$ cat src/rtl/axis_sync_inserter.sv
// axis_sync_inserter: prepends a fixed SYNC_LEN-symbol sync word to every
// frame of FRAME_LEN payload symbols and emits a registered M-bit stream.
// Symbols seen outside a frame are dropped and counted. A tfirst arriving
// inside a frame flags frame_err and restarts with a fresh sync word.
//
// Build option: define AXIS_SYNC_INS_GRAY_EN to Gray-code payload symbols
// on load (out = d ^ (d >> 1)). Sync symbols are always sent raw.
//
// Handshake: a symbol moves across an interface in the cycle where both
// tvalid and tnext are high at the rising edge. s_axis_tnext is a
// combinational acknowledgement of the current input symbol. m_axis_tnext
// is the downstream acknowledgement of the current output symbol. While
// m_axis_tvalid is high and m_axis_tnext is low, the output data and tfirst
// are held stable.
module axis_sync_inserter #(
  parameter int M = 3,
  parameter int SYNC_LEN = 4,
  parameter logic [SYNC_LEN*M-1:0] SYNC_WORD = 12'o7061,
  parameter int FRAME_LEN = 4
) (
  input  logic         clk,
  input  logic         rst,
  input  logic [M-1:0] s_axis_tdata,
  input  logic         s_axis_tfirst,
  input  logic         s_axis_tvalid,
  output logic         s_axis_tnext,
  input  logic         m_axis_tnext,
  output logic [M-1:0] m_axis_tdata,
  output logic         m_axis_tfirst,
  output logic         m_axis_tvalid,
  output logic         frame_err,
  output logic [15:0]  drop_count,
  output logic [1:0]   state_dbg
);

  localparam int SW = (SYNC_LEN > 1) ? $clog2(SYNC_LEN) : 1;
  localparam int PW = (FRAME_LEN > 1) ? $clog2(FRAME_LEN) : 1;
  localparam logic [SW-1:0] SIDX_LAST = SW'(SYNC_LEN - 1);
  localparam logic [PW-1:0] PCNT_LAST = PW'(FRAME_LEN - 1);

  typedef enum logic [1:0] {
    HUNT = 2'd0,
    SYNC = 2'd1,
    DATA = 2'd2
  } state_t;

  state_t        state;
  logic [SW-1:0] sidx;
  logic [PW-1:0] pcnt;
  logic          slot_free;
  logic          data_ok;
  logic [M-1:0]  payload;
  logic [M-1:0]  sync_sym;
  logic [M-1:0]  sync_tab [SYNC_LEN];

  assign state_dbg = state;

  // The sync word is split into symbols, most significant symbol first.
  for (genvar g = 0; g < SYNC_LEN; g++) begin : g_sync_tab
    assign sync_tab[g] = SYNC_WORD[(SYNC_LEN-1-g)*M +: M];
  end
  assign sync_sym = sync_tab[sidx];

`ifdef AXIS_SYNC_INS_GRAY_EN
  assign payload = s_axis_tdata ^ (s_axis_tdata >> 1);
`else
  assign payload = s_axis_tdata;
`endif

  // The output register can take a new symbol when it is empty or being drained.
  assign slot_free = !m_axis_tvalid || m_axis_tnext;
  // The first payload symbol must carry tfirst; every later one must not.
  assign data_ok   = (pcnt == '0) ? s_axis_tfirst : !s_axis_tfirst;

  // Input acknowledge: drop non-frame symbols in HUNT, accept payload in DATA.
  always_comb begin
    s_axis_tnext = 1'b0;
    if (rst) begin
      case (state)
        HUNT:    s_axis_tnext = s_axis_tvalid && !s_axis_tfirst;
        DATA:    s_axis_tnext = s_axis_tvalid && slot_free && data_ok;
        default: s_axis_tnext = 1'b0;
      endcase
    end
  end

  // Frame FSM with output slot, error pulse and drop counter.
  always_ff @(posedge clk or negedge rst) begin
    if (!rst) begin
      state         <= HUNT;
      sidx          <= '0;
      pcnt          <= '0;
      m_axis_tdata  <= '0;
      m_axis_tfirst <= 1'b0;
      m_axis_tvalid <= 1'b0;
      frame_err     <= 1'b0;
      drop_count    <= '0;
    end else begin
      frame_err <= 1'b0;
      // A drained slot empties unless something below reloads it.
      if (slot_free) m_axis_tvalid <= 1'b0;
      case (state)
        HUNT: begin
          if (s_axis_tvalid) begin
            if (s_axis_tfirst) begin
              state <= SYNC;
              sidx  <= '0;
            end else if (drop_count != 16'hFFFF) begin
              drop_count <= drop_count + 16'd1;
            end
          end
        end
        SYNC: begin
          if (slot_free) begin
            m_axis_tdata  <= sync_sym;
            m_axis_tfirst <= (sidx == '0);
            m_axis_tvalid <= 1'b1;
            if (sidx == SIDX_LAST) begin
              state <= DATA;
              pcnt  <= '0;
            end else begin
              sidx <= sidx + 1'b1;
            end
          end
        end
        DATA: begin
          if (s_axis_tnext) begin
            m_axis_tdata  <= payload;
            m_axis_tfirst <= 1'b0;
            m_axis_tvalid <= 1'b1;
            if (pcnt == PCNT_LAST) begin
              state <= HUNT;
              pcnt  <= '0;
            end else begin
              pcnt <= pcnt + 1'b1;
            end
          end else if (s_axis_tvalid && s_axis_tfirst && (pcnt != '0)) begin
            // Truncated frame: leave the new tfirst symbol waiting and resync.
            frame_err <= 1'b1;
            state     <= SYNC;
            sidx      <= '0;
          end
        end
        default: state <= HUNT;
      endcase
    end
  end

endmodule

$ cat config.mk
export PLATFORM = sky130hd
export DESIGN_NAME = axis_sync_inserter
export DESIGN_NICKNAME = d
export VERILOG_FILES = /design/src/rtl/axis_sync_inserter.sv
export SDC_FILE = /design/constraint.sdc
export NUM_CORES = 1
export LEC_CHECK = 0
export ABC_AREA = 0
export BUFFER_PORTS_ARGS = -buffer_cell sky130_fd_sc_hd__clkbuf_2
export CAP_MARGIN = 20
export CORE_AREA = 3 3 59 61
export DETAILED_ROUTE_END_ITERATION = 8
export DIE_AREA = 0 0 62 64
export MAX_ROUTING_LAYER = met4
export PLACE_DENSITY = 0.81
export SLEW_MARGIN = 20
export SYNTH_ARGS = -nofsm -noshare
export SYNTH_HDL_FRONTEND = slang
export SYNTH_SLANG_ARGS = --single-unit
$ cat constraint.sdc
create_clock -name clk -period 2.9 [get_ports clk]
set_input_delay 0.58 -clock clk [delete_from_list [all_inputs] [get_ports clk]]
set_output_delay 0.58 -clock clk [all_outputs]
set_load 0.05 [all_outputs]
[Word level (Yosys, flattened, before mapping)]
Index checks and enable logic that the tools add are counted.
Storage, ports and cells
  bits in registers: 28
  input port bits: 8
  output and inout port bits: 25
Operators by class
  add/subtract/negate cells: 3
  order comparisons: 1
  equality and inequality tests: 15
  muxes and demuxes: 39
  bitwise gates (word level): 2
  reduce and logical (&&, ||, !) cells: 19
Operator list (number)
  $mux W2: 17
  $add A16 B1 Y16 const B: 1
  $ne A16 B16 Y1 const B: 1
  $ne A2 B2 Y1 const B: 8
  $mux W3: 4
  $pmux W2 S3: 2
  $mux W1: 10
  $reduce_and A4 Y1: 2
  $reduce_and A7 Y1: 1
  $bmux W3 S2: 1
  $eq A2 B2 Y1 const B: 3
  $logic_not A2 Y1: 3
  $ne A3 B3 Y1 const B: 2
  $pmux W1 S2: 3
  $pmux W3 S2: 1
  $reduce_and A6 Y1: 1
  $logic_and A1 B1 Y1: 5
  $add A2 B1 Y2 const B: 2
  $pmux W2 S2: 1
  $reduce_bool A2 Y1: 2
  $ge A3 B3 Y1 const B: 1
  $not A2 Y3: 1
  $reduce_and A3 Y1: 1
  $reduce_bool A3 Y1: 1
  other kinds (4): 5

[Longest topological paths before layout]
Gate-level depths: netlist (run 1).
  depth in word-level cells: 8
  mapped depth: 9

[Worst setup path after synthesis (run 1)]
Ideal clock, no wire load.
  path kind: register to register
  start point: reg state[0] (netlist: state_dbg[0])
  end point: reg state[1] (netlist: state_dbg[1])
  setup time: 0.128 ns
  data arrival time: 2.259 ns
  data required time: 2.772 ns
  slack: 0.514 ns
  stages on the path, launching flop included: 10
  buffers on the path: 1
  clock period less this slack: 2.386 ns
  cell sequence: dfrtp_1 -> inv_1 -> ha_1 -> buf_4 -> nand2_1 -> o31ai_2 -> nand2_2 -> inv_2 -> a311oi_4 -> mux2_1
Between the ends
  word-level cells in the longest chain between the ends: 5
  elaborated cells on any way between the ends: 14
RTL lines
  start, declared: line 47  | state_t state;
  start signal, assigned: line 90  | state <= HUNT;
  start signal, assigned: line 106  | state <= SYNC;
  start signal, assigned: line 119  | state <= DATA;
  $eq A2 B2 Y1 / $logic_not A2 Y1 (equally long branches): line 79  | case (state)
  $pmux W1 S2 (*): line 79
  $mux W1 (*): line 78  | if (rst) begin
  via s_axis_tnext: line 26  | output logic s_axis_tnext,
  $ne A3 B3 Y1 (no source line) / $mux W2 (equally long branches)
  $reduce_and A6 Y1 (no source line) / $pmux W2 S3 (equally long branches)
Mark *: on every way through the listed nets, which the timed path passes. The rest lies on a longest branch.
A chain may end at the register's enable or synchronous reset.

[Final worst setup path (run 1)]
  start point: reg pcnt[0]
  end point: out s_axis_tnext
Between the ends
  word-level cells in the longest chain between the ends: 5
RTL lines
  start, declared: line 49  | logic [PW-1:0] pcnt;
  start signal, assigned: line 135  | pcnt <= pcnt + 1'b1;
  $logic_not A2 Y1: line 73  | assign data_ok = (pcnt == '0) ? s_axis_tfirst : !s_axis_tfirst;
  $mux W1: line 73
  $logic_and A1 B1 Y1: line 81  | DATA: s_axis_tnext = s_axis_tvalid && slot_free && data_ok;
  $pmux W1 S2: line 79
  $mux W1: line 78
  end, declared: line 26
No other way between the ends.

==> results of run 1 <==
-- flip-flops by register name, indices dropped and copies added (netlist names) --
register / count
drop_count: 16
frame_err: 1
m_axis_tdata: 3
m_axis_tfirst: 1
m_axis_tvalid: 1
pcnt: 2
sidx: 2
state_dbg: 2
-- per-stage QoR --
step | worst slack, ps | area, um2 | instances | util, %
3_5_place_dp | 652 | 1830 | 227 | 60.3
2_1_floorplan | 514 | 1610 | 151 | -
3_3_place_gp | 707 | 1830 | 227 | 60.3
5_1_grt | 90.2 | 1860 | 231 | 61.5
6_report | 264 | 1860 | 231 | 61.5
4_1_cts | 266 | 1860 | 231 | 61.5
-- power groups by stage --
stage,sequential [W],combinational [W],clock [W]
2_1_floorplan,0.000846,0.000486,0
3_3_place_gp,0.000583,0.000919,0
3_5_place_dp,0.000595,0.000953,0
4_1_cts,0.000587,0.000954,0.000198
5_1_grt,0.000608,0.00103,0.000220
6_report,0.000586,0.000949,0.000187
-- cell usage in the layout (no fill, tap or decap), drive strengths merged, types with 7 or more instances in the layout --
cell type / count
inv: 12
clkbuf: 36
nand3: 9
nand2: 16
o21ai: 7
xnor2: 10
ha: 10
dfrtp: 28
-- cell type report --
class / instances / share of cell area (%)
multi-input combinational: 109 / 45.7
tap: 44 / 2.95
inverter: 12 / 2.42
timing repair buffer: 34 / 9.40
clock buffer: 4 / 1.95
sequential: 28 / 37.6
-- worst max-delay path: cells and delay by family (launching register included) --
family / cells / cell delay, ps
buffers and inverters: 3 / 480
DFF: 1 / 430
AOI/OAI and AO/OA: 1 / 250
adders and majority gates: 1 / 240
xor gates and xnor gates: 1 / 200
and+or+nand+nor: 1 / 140
-- worst max path at each step --
stage / start / to / slack (ps) / cells past startpoint
after global placement: s_axis_tfirst / s_axis_tnext / 710 / 6
after CTS: pcnt[0] / s_axis_tnext / 270 / 7
final: pcnt[0] / s_axis_tnext / 260 / 7
after global routing: pcnt[0] / s_axis_tnext / 90 / 7
after detailed placement: pcnt[0] / s_axis_tnext / 650 / 7
after floorplan: state_dbg[0] / state_dbg[1] / 510 / 9
-- routing by layer --
layer | track usage (%) | vias up | part of all wire (%)
met3 | 3.23 | 4 | 3.4
met2 | 31.9 | 28 | 54
li1 | - | 603 | -
met5 | - | - | 0
met1 | 20.2 | 624 | 41
met4 | 6.90 | 0 | 1.3
-- logic make-up (layout without fill, tap and decap cells) --
group,Yosys count,count (layout),synth area share (%)
XOR/XNOR,13,13,7.08
buffers and inverters,14,50,3.50
adder cells (fa/ha/maj),10,10,7.78
AO/OA/AOI/OAI,26,26,13.5
AND/OR/NAND/NOR,53,53,19.5
multiplexers,7,7,5.06
flip-flops,28,28,43.6
==> impl_metrics.ini, run 1 <==
[run_status]
status = complete, no violations

[placed_design]
gp_congestion = 0.905
dp_hpwl_um = 2470
numPortBuffers = 32

[critical_path]
r2r-start = pcnt[0]
worstPathMaxFanout = 5
r2r_end = state_dbg[1]
end_kind = primary output
crit_path_top_delay_cell = dfrtp_1
worstPathRequired_ps = 2320
crit_type = reg2out
cp_data_arrival_time_ps = 2060
start_kind = flop
r2r_cells = 8
cp_cell_sequence = inv_1 -> ha_1 -> xor2_1 -> o31ai_2 -> nand2_2 -> inv_2 -> clkbuf_2
r2r_slack_ps = 790
slowest_delay_ps = 430

[power]
power_frac_clock_pct = 10.9
seq_power_share_pct = 34.0
power_w = 0.00172
switching_share_pct = 48.6
power_per_cell_area_nw_per_um2 = 924
p_comb_share_pct = 55.1
p_leak_nw = 0.885
power.switching_w = 0.000838
ir_worst_vdd_uv = 692
p_int_w = 0.000884

[detailed_routing]
detail-route-antenna-nets = 0
dr.pass1.iters = 4
vias = 1259
wl_um = 3090
vias_per_cell = 5.45
drtIter0Drc = 63
wl_per_cell_um = 13.4
drcViolationCount = 0

[timing]
tns_ps = 0
setup_violations = 0
hold_viol = 0
worstMarginPinSlew_ps = 464
fmax_mhz = 379
holdWs_ps = 117
fin_crit_sh_pct = 90.9
rsz0062_at_grt = no
slew_headroom_pct = 68.8
skew_ps = 11.3
slew_violations = 0
period_needed_ps = 2640

[global_routing]
grt_pass1_vias = 1310
grt-ovfl-total = 0
grt_start_max_net_pins = 21
gr-usage-all-layers_pct = 18.4
grt_pass1_wl_um = 5470
antenna_found_initial = 0

[layout]
insertedDiodeCount = 0
seq_area_um2 = 701
area_growth_pct = 15.9
multi_input_area_um2 = 851
fillCellCount = 242
drive_gt1_share_pct = 29.4
nNetsFinal = 206

[flow_run]
max-cap-violations = 0

[cts]
postCtsSetupBuffers = 0
clkLatencyLatePin_ps = 320
post_cts_resized = 0
cts.sinks = 28
cts_tree = yes
numCtsBuffers = 3
path_clk_slew_ps = 150
htree_levels = 1
clock_path_buffers = 2
cts_root_buf = clkbuf_4
hold_buffers = 0

[yosys]
synth_top_area_share_pct = 43.6
synth.area.top_cells = dfrtp_1 44%, ha_1 7.8%, xnor2_1 5.4%
synth_area_leader_cell = dfrtp_1
ys_types = 43
ys_top_cells_by_count = 28 x dfrtp_1, 15 x nand2_1, 11 x inv_1
yosysWarnings = 0
async_flop_share_pct = 100
synth.net_count = 169
syn_area_per_cell_um2 = 10.6
synth_flop_cell = dfrtp_1
netlist_instances = 151
ys_seq_area_share_pct = 43.6
synth_edf_count = 0
synth_most_common_cell = dfrtp_1
syn-cell-area_um2 = 1610
ys_seq_elements = 28

[min_path]
min_path_type = in2async

[floorplan]
fp.coreArea_um2 = 3030
die_area_um2 = 3970
start_util_pct = 53.1
dieHeight_um = 64
rows = 20
io_pins = 33
die_x_um = 62
No activity file was read; power rests on OpenSTA's default activity.
==> inputs of run 2 (changes only) <==
CORE_AREA = 4 4 60 62   (was 3 3 59 61)
DIE_AREA = 0 0 64 66   (was 0 0 62 64)
==> impl_metrics.ini, run 2 (synthesized netlist as in run 1, its figures left out) <==
[run_status]
status = complete, no violations

[global_routing]
antenna_found_initial = 0
gr-usage-all-layers_pct = 17.7
grt-ovfl-total = 0
grt_pass1_vias = 1317
grt_start_max_net_pins = 30
grt_pass1_wl_um = 5760

[floorplan]
start_util_pct = 53.1
die_x_um = 64
io_pins = 33
die_area_um2 = 4220
fp.coreArea_um2 = 3030
rows = 20
dieHeight_um = 66

[layout]
insertedDiodeCount = 0
largestRegisters = drop_count: 16 flops, m_axis_tdata: 3 flops
multi_input_area_um2 = 851
area_growth_pct = 15.9
drive_gt1_share_pct = 29.4
layout_common_cells = 32 x clkbuf_2, 28 x dfrtp_1, 15 x nand2_1
nNetsFinal = 206
final_common_cell = clkbuf_2
fillCellCount = 262
final_area_um2 = 1860
top_register = drop_count
largest_register_ffs = 16
seq_area_um2 = 701

[timing]
fmax_mhz = 384
slew_headroom_pct = 60.8
fin_crit_sh_pct = 89.8
period_needed_ps = 2600
skew_ps = 8.76
slew_violations = 0
hold_viol = 0
worstMarginPinSlew_ps = 582
tns_ps = 0
setup_violations = 0
holdWs_ps = 309
rsz0062_at_grt = no

[cts]
postCtsSetupBuffers = 0
clkLatencyLatePin_ps = 320
hold_buffers = 0
cts_tree = yes
clock_path_buffers = 2
cts.sinks = 28
cts_root_buf = clkbuf_4
numCtsBuffers = 3
post_cts_resized = 0
path_clk_slew_ps = 150
htree_levels = 1

[placed_design]
numPortBuffers = 32
placed_area_um2 = 1830
gp_congestion = 0.909
dp_hpwl_um = 2600

[critical_path]
worstPathMaxFanout = 5
worstPathRequired_ps = 2320
cp_data_arrival_time_ps = 2020
end_kind = primary output
start_kind = flop
crit_type = reg2out

[power]
p_int_w = 0.000884
seq_power_share_pct = 34.2
switching_share_pct = 48.8
p_comb_share_pct = 55.0
power_frac_clock_pct = 10.9
ir_worst_vdd_uv = 732
power.switching_w = 0.000841
power_per_cell_area_nw_per_um2 = 926
p_leak_nw = 0.885

[detailed_routing]
drtIter0Drc = 78
detail-route-antenna-nets = 0
vias_per_cell = 5.42
dr.pass1.iters = 4
vias = 1253
drcViolationCount = 0
wl_um = 3250
wl_per_cell_um = 14.1

[flow_run]
max-cap-violations = 0

[min_path]
min_path_type = in2async
-- run 2: cell counts in the layout (fill, tap and decap cells not counted) --
No cell type changed its count.
-- run 2: power groups by stage --
stage,Clock (W),Combinational (W),Sequential (W)
floorplan,0,0.000486,0.000846
global placement,0,0.000920,0.000583
detailed placement,0,0.000953,0.000599
CTS,0.000197,0.000957,0.000590
global route,0.000215,0.00104,0.000606
finish,0.000187,0.000948,0.000590
-- run 2: worst max-delay path: stages, from the launching register on --
cell      delay (ps)
dfrtp_1          420
inv_1             80
ha_1             230
xor2_1           190
o31ai_2          260
nand2_2          150
inv_2            110
clkbuf_2         280
-- run 2: final timing paths --
kind	from	to	slack [ps]	cells after the start
worst min register to register	m_axis_tdata[0]	m_axis_tdata[0]	520	1
worst max register to register	pcnt[0]	m_axis_tfirst	830	7
max in group asynchronous	rst	pcnt[0]	2320	2
worst max-delay path	pcnt[0]	s_axis_tnext	300	7
min in group clk	m_axis_tdata[0]	m_axis_tdata[0]	520	1
worst min-delay path	rst	drop_count[6]	310	2
-- run 2: metal layers --
| layer | vias to the layer above | GRT usage (%) | share of wire, % |
|---|---|---|---|
| li1 | 603 | - | - |
| met1 | 622 | 18.3 | 40 |
| met2 | 24 | 33.2 | 55 |
| met3 | 4 | 2.89 | 3.3 |
| met4 | 0 | 7.82 | 1.6 |
| met5 | - | - | 0 |
-- run 2: through the flow --
step | instances | worst slack, ps | util (%) | power (W)
6_report | 231 | 295 | 61.5 | 0.00173
2_1_floorplan | 151 | 514 | - | 0.00133
3_5_place_dp | 227 | 667 | 60.3 | 0.00155
4_1_cts | 231 | 292 | 61.5 | 0.00174
3_3_place_gp | 227 | 717 | 60.3 | 0.00150
5_1_grt | 231 | 89.8 | 61.5 | 0.00186
-- run 2: layout make-up --
type | instances | share of cell area [%]
Inverter | 12 | 2.42
Multi-Input combinational cell | 109 | 45.7
Timing Repair Buffer | 34 | 9.40
Tap cell | 44 | 2.95
Sequential cell | 28 | 37.6
Clock buffer | 4 | 1.95
